File: src/rtl/regfile_defs.sv
// regfile_defs
//   Shared constants for the register-file writeback path.
//   ADDR_W / DATA_W / NREGS : default register file geometry (8 x 16).
//   req_id_e                : requester identifiers (REQ_A = ALU, REQ_B = load unit).
package regfile_defs;

    localparam int ADDR_W = 3;
    localparam int DATA_W = 16;
    localparam int NREGS  = 8;

    typedef enum logic {
        REQ_A = 1'b0,
        REQ_B = 1'b1
    } req_id_e;

endpackage

File: src/rtl/rr_arb2.sv
// rr_arb2
//   Two-way writeback arbiter. Same-cycle (combinational) grant.
//   Default build: round-robin on ties; the requester that did not win most
//   recently is preferred. last_grant resets to REQ_B so A wins the first tie.
//   Build macro WB_ARB_FIXED_PRIO_EN: fixed priority, A always beats B; the
//   last_grant register is still maintained but does not affect the decision.
// Ports
//   clk          in   clock
//   rst          in   synchronous active-high reset
//   req[1:0]     in   request vector, bit 0 = A, bit 1 = B
//   grant_taken  in   a grant occurred this cycle (updates last_grant)
//   gnt[1:0]     out  one-hot grant, same bit order as req
//   last_grant   out  id of the most recent winner (0 = A, 1 = B)
module rr_arb2 (
    input  logic       clk,
    input  logic       rst,
    input  logic [1:0] req,
    input  logic       grant_taken,
    output logic [1:0] gnt,
    output logic       last_grant
);
    import regfile_defs::*;

    req_id_e last_grant_q;
    req_id_e last_grant_d;

    always_comb begin
        gnt = req;
`ifdef WB_ARB_FIXED_PRIO_EN
        if (req == 2'b11) begin
            gnt = 2'b01;
        end
`else
        if (req == 2'b11) begin
            gnt = (last_grant_q == REQ_B) ? 2'b01 : 2'b10;
        end
`endif
    end

    always_comb begin
        last_grant_d = last_grant_q;
        if (grant_taken) begin
            last_grant_d = gnt[1] ? REQ_B : REQ_A;
        end
    end

    always_ff @(posedge clk) begin
        if (rst) begin
            last_grant_q <= REQ_B;
        end else begin
            last_grant_q <= last_grant_d;
        end
    end

    assign last_grant = last_grant_q;

endmodule

File: src/rtl/regfile_wb_arbiter.sv
// regfile_wb_arbiter
//   Shares the single register-file write port between requester A (ALU) and
//   requester B (load unit), keeps a per-register busy scoreboard (issue sets,
//   commit clears) and drives the write port from registered outputs.
//   Optional build macro: WB_ARB_FIXED_PRIO_EN (fixed A-over-B priority,
//   handled inside rr_arb2). Scoreboard and latency are identical in both builds.
// Ports
//   clk, rst                  clock, synchronous active-high reset
//   iss_valid/iss_addr        reservation request from decode
//   iss_ready                 reservation accepted (combinational)
//   a_valid/a_addr/a_data     requester A write; a_ready = granted this cycle
//   b_valid/b_addr/b_data     requester B write; b_ready = granted this cycle
//   wr_en/wr_addr/wr_data     register file write port, one cycle after grant
//   busy[NREGS-1:0]           scoreboard, bit i = register i has a write outstanding
//   wb_err                    sticky: a grant hit a register that was not reserved
module regfile_wb_arbiter #(
    parameter int ADDR_W = 3,
    parameter int DATA_W = 16,
    parameter int NREGS  = 8
) (
    input  logic              clk,
    input  logic              rst,
    input  logic              iss_valid,
    input  logic [ADDR_W-1:0] iss_addr,
    output logic              iss_ready,
    input  logic              a_valid,
    input  logic [ADDR_W-1:0] a_addr,
    input  logic [DATA_W-1:0] a_data,
    output logic              a_ready,
    input  logic              b_valid,
    input  logic [ADDR_W-1:0] b_addr,
    input  logic [DATA_W-1:0] b_data,
    output logic              b_ready,
    output logic              wr_en,
    output logic [ADDR_W-1:0] wr_addr,
    output logic [DATA_W-1:0] wr_data,
    output logic [NREGS-1:0]  busy,
    output logic              wb_err
);
    import regfile_defs::*;

    logic [1:0]        req;
    logic [1:0]        gnt;
    logic              grant_any;
    logic              last_grant;
    logic [ADDR_W-1:0] grant_addr;
    logic [DATA_W-1:0] grant_data;

    logic              wr_en_q;
    logic [ADDR_W-1:0] wr_addr_q;
    logic [DATA_W-1:0] wr_data_q;
    logic [NREGS-1:0]  busy_q;
    logic [NREGS-1:0]  busy_d;
    logic [NREGS-1:0]  set_vec;
    logic [NREGS-1:0]  clr_vec;
    logic              err_q;
    logic              err_d;

    assign req       = {b_valid, a_valid};
    assign grant_any = |gnt;

    rr_arb2 u_arb (
        .clk         (clk),
        .rst         (rst),
        .req         (req),
        .grant_taken (grant_any),
        .gnt         (gnt),
        .last_grant  (last_grant)
    );

    assign a_ready    = gnt[REQ_A];
    assign b_ready    = gnt[REQ_B];
    assign grant_addr = gnt[REQ_B] ? b_addr : a_addr;
    assign grant_data = gnt[REQ_B] ? b_data : a_data;

    // Uses the registered busy bit, so a register being committed this cycle
    // still stalls its reissue until the next cycle.
    assign iss_ready = iss_valid & ~busy_q[iss_addr];

    // Per-register set/clear decode. Set is applied after clear so a
    // simultaneous reserve and commit of the same register leaves it busy.
    genvar gi;
    generate
        for (gi = 0; gi < NREGS; gi++) begin : g_sb
            assign set_vec[gi] = iss_ready && (iss_addr == ADDR_W'(gi));
            assign clr_vec[gi] = wr_en_q && (wr_addr_q == ADDR_W'(gi));
        end
    endgenerate

    assign busy_d = (busy_q & ~clr_vec) | set_vec;
    assign err_d  = err_q | (grant_any & ~busy_q[grant_addr]);

    always_ff @(posedge clk) begin
        if (rst) begin
            wr_en_q   <= 1'b0;
            wr_addr_q <= '0;
            wr_data_q <= '0;
            busy_q    <= '0;
            err_q     <= 1'b0;
        end else begin
            wr_en_q <= grant_any;
            if (grant_any) begin
                wr_addr_q <= grant_addr;
                wr_data_q <= grant_data;
            end
            busy_q <= busy_d;
            err_q  <= err_d;
        end
    end

    assign wr_en   = wr_en_q;
    assign wr_addr = wr_addr_q;
    assign wr_data = wr_data_q;
    assign busy    = busy_q;
    assign wb_err  = err_q;

    // The arbiter's history must record the winner of every grant.
    a_last_grant_tracks : assert property (@(posedge clk) disable iff (rst)
        grant_any |=> (last_grant == $past(gnt[REQ_B])));

endmodule

File: config.mk
export PLATFORM = sky130hd
export DESIGN_NAME = regfile_wb_arbiter
export DESIGN_NICKNAME = d
export VERILOG_FILES = /design/src/rtl/regfile_defs.sv /design/src/rtl/rr_arb2.sv /design/src/rtl/regfile_wb_arbiter.sv
export SDC_FILE = /design/constraint.sdc
export NUM_CORES = 1
export LEC_CHECK = 0
export BUFFER_PORTS_ARGS = -buffer_cell sky130_fd_sc_hd__clkbuf_2
export CAP_MARGIN = 20
export CORE_ASPECT_RATIO = 0.6
export CORE_MARGIN = 5
export CORE_UTILIZATION = 40
export CTS_CLUSTER_DIAMETER = 30
export DETAILED_ROUTE_END_ITERATION = 7
export PLACE_DENSITY = 0.72
export SLEW_MARGIN = 20
export SYNTH_ARGS = -nofsm -noshare
export SYNTH_HDL_FRONTEND = slang
export SYNTH_SLANG_ARGS = --single-unit
File: constraint.sdc
create_clock -name clk -period 1.4 [get_ports clk]
set_clock_uncertainty 0.2 [all_clocks]
set_input_delay 0.14 -clock clk [delete_from_list [all_inputs] [get_ports clk]]
set_output_delay 0.14 -clock clk [all_outputs]
set_load 0.05 [all_outputs]
# Word-level counts from Yosys, hierarchy flattened
# Index checks and enable logic that the tools add are counted.
dict set report word_totals {
  regBits 30
  in_bits 46
  output_inout_bits 32
}
dict set report classes {
  order_cmp 2
  n_eq_ne 15
  muxes 9
  bitwise_logic 8
  n_reduce_logical 19
}
# cell n
set ops {}
lappend ops {{== test 3 bit (second input constant)} 8}
lappend ops {{logical AND 1 bit} 16}
lappend ops {{2-to-1 mux 16 bit} 1}
lappend ops {{== test 3 x 2 -> 1 bit (second input constant)} 4}
lappend ops {{AND 8 bit} 1}
lappend ops {{less-than comparator 3 x 4 -> 1 bit (second input constant)} 2}
lappend ops {{NOT 8 bit} 1}
lappend ops {{bitwise OR 8 bit} 1}
lappend ops {{binary-select mux 1 bit (select 3 bit)} 2}
lappend ops {{== test 3 x 1 -> 1 bit (second input constant)} 2}
lappend ops {{logical NOT 3 bit} 2}
lappend ops {{2-to-1 mux 2 bit} 2}
lappend ops {{2-to-1 mux 1 bit} 3}
lappend ops {{2-to-1 mux 3 bit} 1}
lappend ops {{AND 1 bit} 2}
lappend ops {{== test 2 bit (second input constant)} 1}
lappend ops {{NOT 1 bit} 2}
lappend ops {{OR reduction 2 bit} 1}
lappend ops {{bitwise OR 1 bit} 1}

# Depth between registers and ports, before layout
dict set report depth {
  word_depth 8
  depth_mapped 5
  ltp_nobuf 4
}

# Cells and area by module
# From an unflattened synthesis, not the netlist that was laid out.
dict set report unflattened {
  hier_cells 183
  area_unflattened_um2 1561.5
}
# mod n_inst cells_each area_per_inst_um2
set modules_own_cells {}
lappend modules_own_cells {regfile_wb_arbiter 1 177 1507.7}
lappend modules_own_cells {rr_arb2 1 6 53.8}

# Least setup slack after synthesis
# Ideal clock, no wire load.
dict set report synth_timing {
  path_type {register to output}
  startpoint {register busy_q[5] (netlist: busy[5])}
  endpoint {output port iss_ready}
  arrival_ps 1635
  setup_slack_ps -575
  path_stages_with_launch 4
  path_buffers 0
  cell_sequence {dfxtp_1 mux4_1 mux2i_1 and2_1}
}
dict set report synth_via {
  elab_chain_cells 4
}
# item line
set synth_lines {}
lappend synth_lines {{start: declaration} regfile_wb_arbiter.sv:52} ;# logic [NREGS-1:0] busy_q;
lappend synth_lines {{start signal: assignment} regfile_wb_arbiter.sv:106} ;# busy_q <= busy_d;
lappend synth_lines {{binary-select mux 1 bit (select 3 bit)} regfile_wb_arbiter.sv:78} ;# assign iss_ready = iss_valid & ~busy_q[iss_addr];
lappend synth_lines {{2-to-1 mux 1 bit (not written as such)} regfile_wb_arbiter.sv:78}
lappend synth_lines {{NOT 1 bit} regfile_wb_arbiter.sv:78}
lappend synth_lines {{AND 1 bit} regfile_wb_arbiter.sv:78}
lappend synth_lines {{end: declaration} regfile_wb_arbiter.sv:25} ;# output logic iss_ready,
# No other way between the ends. The select of a mux whose other input is x is not followed.

# Worst setup path after layout
dict set report layout_timing {
  startpoint {register busy_q[7] (netlist: busy[7])}
  endpoint {output port iss_ready}
}
# The elaborated chain is that of the path after synthesis.

==> results.sh <==
export IMPL_timing_worst_slew_pin_value_ps=1000
export IMPL_synth_top_cells_by_count="sky130_fd_sc_hd__dfxtp_1 (30), sky130_fd_sc_hd__nor2_1 (22), sky130_fd_sc_hd__mux2i_1 (19)"
export IMPL_drive_above_1_share_pct=62.7
export IMPL_vias_in_the_first_global_route=1859
export IMPL_die_width_um=93.4
export IMPL_critPathMaxStageDelay_ps=490
export IMPL_drtPass1Iterations=4
export IMPL_rsz0062_at_grt="yes"
export IMPL_pre_cts_slack_ps=-327
export IMPL_setup_viol=20
export IMPL_pwr_density_nw_per_um2=851
export IMPL_timing_worst_setup_path_type="reg2out"
export IMPL_critical_path_peak_fanout=2
export IMPL_async_flop_share_pct=0
export IMPL_postPlaceCellArea_sq_um=2320
export IMPL_fmax_mhz=521
export IMPL_fin_hold_ws_ps=39.3
export IMPL_cp_arrival_ps=1580
export IMPL_cts_root_buffer_cell="sky130_fd_sc_hd__clkbuf_8"
export IMPL_fin_setup_tns_ps=-4130
export IMPL_timing_critical_path_from_type="register"
export IMPL_ys_seq_area_share_pct=36.0
export IMPL_global_route_usage_total_pct=22.8
export IMPL_yosysMostFrequentCell="sky130_fd_sc_hd__dfxtp_1"
export IMPL_hold_depth=3
export IMPL_slew_viol_final=0
export IMPL_synth_edf_count=0
export IMPL_grt_overflow=0
export IMPL_fin_util_pct=78.7
export IMPL_status="finished, violations left"
export IMPL_n_antenna_cell=0
export IMPL_rr_worst_depth=6
export IMPL_final_nets=353
export IMPL_wirelength_um=6850
export IMPL_tritoncts_clock_tree="built"
export IMPL_synth_largest_area_cell="sky130_fd_sc_hd__dfxtp_1"
export IMPL_wire_length_of_the_first_global_routing_pass_um=9600
export IMPL_layout_setup_ws_ps=-521
export IMPL_layout_worst_path_cycle_share_pct=137
export IMPL_antenna_found_initial=0
export IMPL_post_route_min_period_ps=1920
export IMPL_synth_seq_cells=30
export IMPL_hpwl_um=4070
export IMPL_power_leakage_nw=1.44
export IMPL_mappedNetlistArea_sq_um=1670
export IMPL_maximum_number_of_pins_on_one_net_before_global_route_repair=33
export IMPL_synthesis_instances=176
export IMPL_synth_area_top_cells="sky130_fd_sc_hd__dfxtp_1 (36%), sky130_fd_sc_hd__mux2i_1 (11%), sky130_fd_sc_hd__a2111oi_0 (8.9%)"
export IMPL_worst_path_max_delay_cell="sky130_fd_sc_hd__mux4_2"
export IMPL_insertion_delay_ps=290
export IMPL_synthesis_area_per_instance_sq_um=9.48
export IMPL_final_fill_count=259
export IMPL_worst_min_delay_path_category="in2reg"
export IMPL_timing_critical_path_cells="mux4_2 -> mux2i_1 -> and2_4 -> clkbuf_16"
export IMPL_power_ir_vdd_worst_mv=0.707
export IMPL_area_growth_pct=92.4
export IMPL_port_buffers=77
export IMPL_synth_fp_nets=222
export IMPL_viasPerCell=5.37
export IMPL_io_pins=78
export IMPL_dieArea_sq_um=5600
export IMPL_core_area_sq_um=4080
export IMPL_synthFlopType="sky130_fd_sc_hd__dfxtp_1"
export IMPL_cts_buffers=5
export IMPL_cts_sinks=30
export IMPL_max_cap_violations=0
export IMPL_globalplace_congestion=0.969
export IMPL_yosys_top_cell_area_share_pct=36.0
export IMPL_floorplan_initialDensity_pct=40.9
export IMPL_std_cell_rows=18
export IMPL_via_count=1977
export IMPL_first_iter_violations=117
export IMPL_timing_slew_headroom_pct=33.3
export IMPL_endpoint_kind="output pin"
export IMPL_routed_wire_length_per_instance_um=18.6
export IMPL_synth_yosys_warnings=0
export IMPL_cts_reportedPaths_clkPinSlew_ps=70
export IMPL_synth_cell_types=32
export IMPL_detail_route_antenna_nets=0
export IMPL_hold_violations=0
export IMPL_violated_checks="negative setup slack"
export IMPL_post_route_cell_area_sq_um=3210
export IMPL_drt_drc_violations_left=0
export IMPL_die_height_um=60.0
export IMPL_number_of_buffers_on_the_longest_clock_path=2
export IMPL_worst_ep_required_time_ps=1060
export IMPL_cts_htree_levels=2
==> state kept, by name, indices dropped and copies added, names as in the netlist <==
register / count
wb_err: 1
wr_data: 16
u_arb.last_grant: 1
wr_en: 1
busy: 8
wr_addr: 3
==> metrics by stage <==
step | total power (W) | std cells
2_1_floorplan | 0.00141 | 176
3_3_place_gp | 0.00167 | 324
3_5_place_dp | 0.00168 | 324
4_1_cts | 0.00255 | 359
5_1_grt | 0.00283 | 368
6_report | 0.00273 | 368
==> power by group <==
part	leakage, nW	switching [W]	internal [W]
clock network	0.0515	0.000359	0.000396
registers	0.255	0.0000439	0.000906
logic	1.13	0.000585	0.000440
==> cells in the final DEF, fill, tap and decap left out, types with 2 or more instances in the layout <==
cell                            instances
sky130_fd_sc_hd__a21oi_1                4
sky130_fd_sc_hd__clkbuf_8               6
sky130_fd_sc_hd__nor3_1                 4
sky130_fd_sc_hd__dlygate4sd3_1         21
sky130_fd_sc_hd__buf_12                 5
sky130_fd_sc_hd__nand2b_1               3
sky130_fd_sc_hd__buf_2                  2
sky130_fd_sc_hd__nand2_2                4
sky130_fd_sc_hd__o21ai_0                7
sky130_fd_sc_hd__o31ai_1                2
sky130_fd_sc_hd__mux2i_1               19
sky130_fd_sc_hd__mux4_2                 6
sky130_fd_sc_hd__dfxtp_4                9
sky130_fd_sc_hd__a2111oi_4              6
sky130_fd_sc_hd__clkbuf_2              70
sky130_fd_sc_hd__dfxtp_1               20
sky130_fd_sc_hd__clkbuf_16              3
sky130_fd_sc_hd__a2111oi_2             11
sky130_fd_sc_hd__buf_4                 19
sky130_fd_sc_hd__and3b_1               15
sky130_fd_sc_hd__nor2_4                 9
sky130_fd_sc_hd__nor2_2                 8
sky130_fd_sc_hd__buf_8                  3
sky130_fd_sc_hd__nand2_1                6
sky130_fd_sc_hd__buf_6                 12
sky130_fd_sc_hd__nor2_1                 6
sky130_fd_sc_hd__clkbuf_4               2
sky130_fd_sc_hd__a21oi_2                5
==> cells by family (layout without fill, tap and decap cells) <==
group	Yosys count	after routing	share of synthesized area, %
AND/OR/NAND/NOR	65	65	22.2
AO/OA/AOI/OAI	40	40	17.1
flip-flops	30	30	36.0
multiplexers	25	25	19.7
buffers and inverters	16	148	4.95
==> path summary, 6_finish.rpt <==
path,start,slack (ps),endpoint
worst max-delay path,busy[7],-520,iss_ready
worst min register to register,wb_err,350,wb_err
worst max register to register,busy[3],-450,busy[3]
worst min-delay path,a_data[3],40,wr_data[3]
==> worst max-delay path, delay by kind of cell (launching register included) <==
family                 cells  cell delay [ps]
multiplexers               2              640
AND/OR/NAND/NOR            1              160
flip-flops                 1              340
buffers and inverters      1              150
==> metal layers <==
layer / wire (um) / vias up / GRT usage [%] / part of all wire [%]
met5: 0 / - / 0 / 0
met1: 2960 / 946 / 30.3 / 43
li1: - / 927 / - / -
met4: 76 / 0 / 5.64 / 1.1
met3: 472 / 8 / 7.04 / 6.9
met2: 3340 / 96 / 36.5 / 49
==> layout make-up <==
class	count	area (sq um)	area share, %
multi-input combinational	130	1310	40.7
timing repair buffer	137	1080	33.8
inverter	3	16.3	0.507
sequential	30	636	19.8
tap	60	75.1	2.34
clock buffer	6	82.6	2.57
clock inverter	2	11.3	0.351
==> timing repair <==
item | 4_1_cts | 5_1_grt
buffers inserted | 9 | 9
setup endpoints to repair | 23 | 33
hold buffers | 19 | 2
gates cloned | 0 | 1
pin swaps | 10 | 27
gates resized for setup | 50 | 67
hold endpoints to repair | 19 | 2
(Power assumes the default switching activity.)
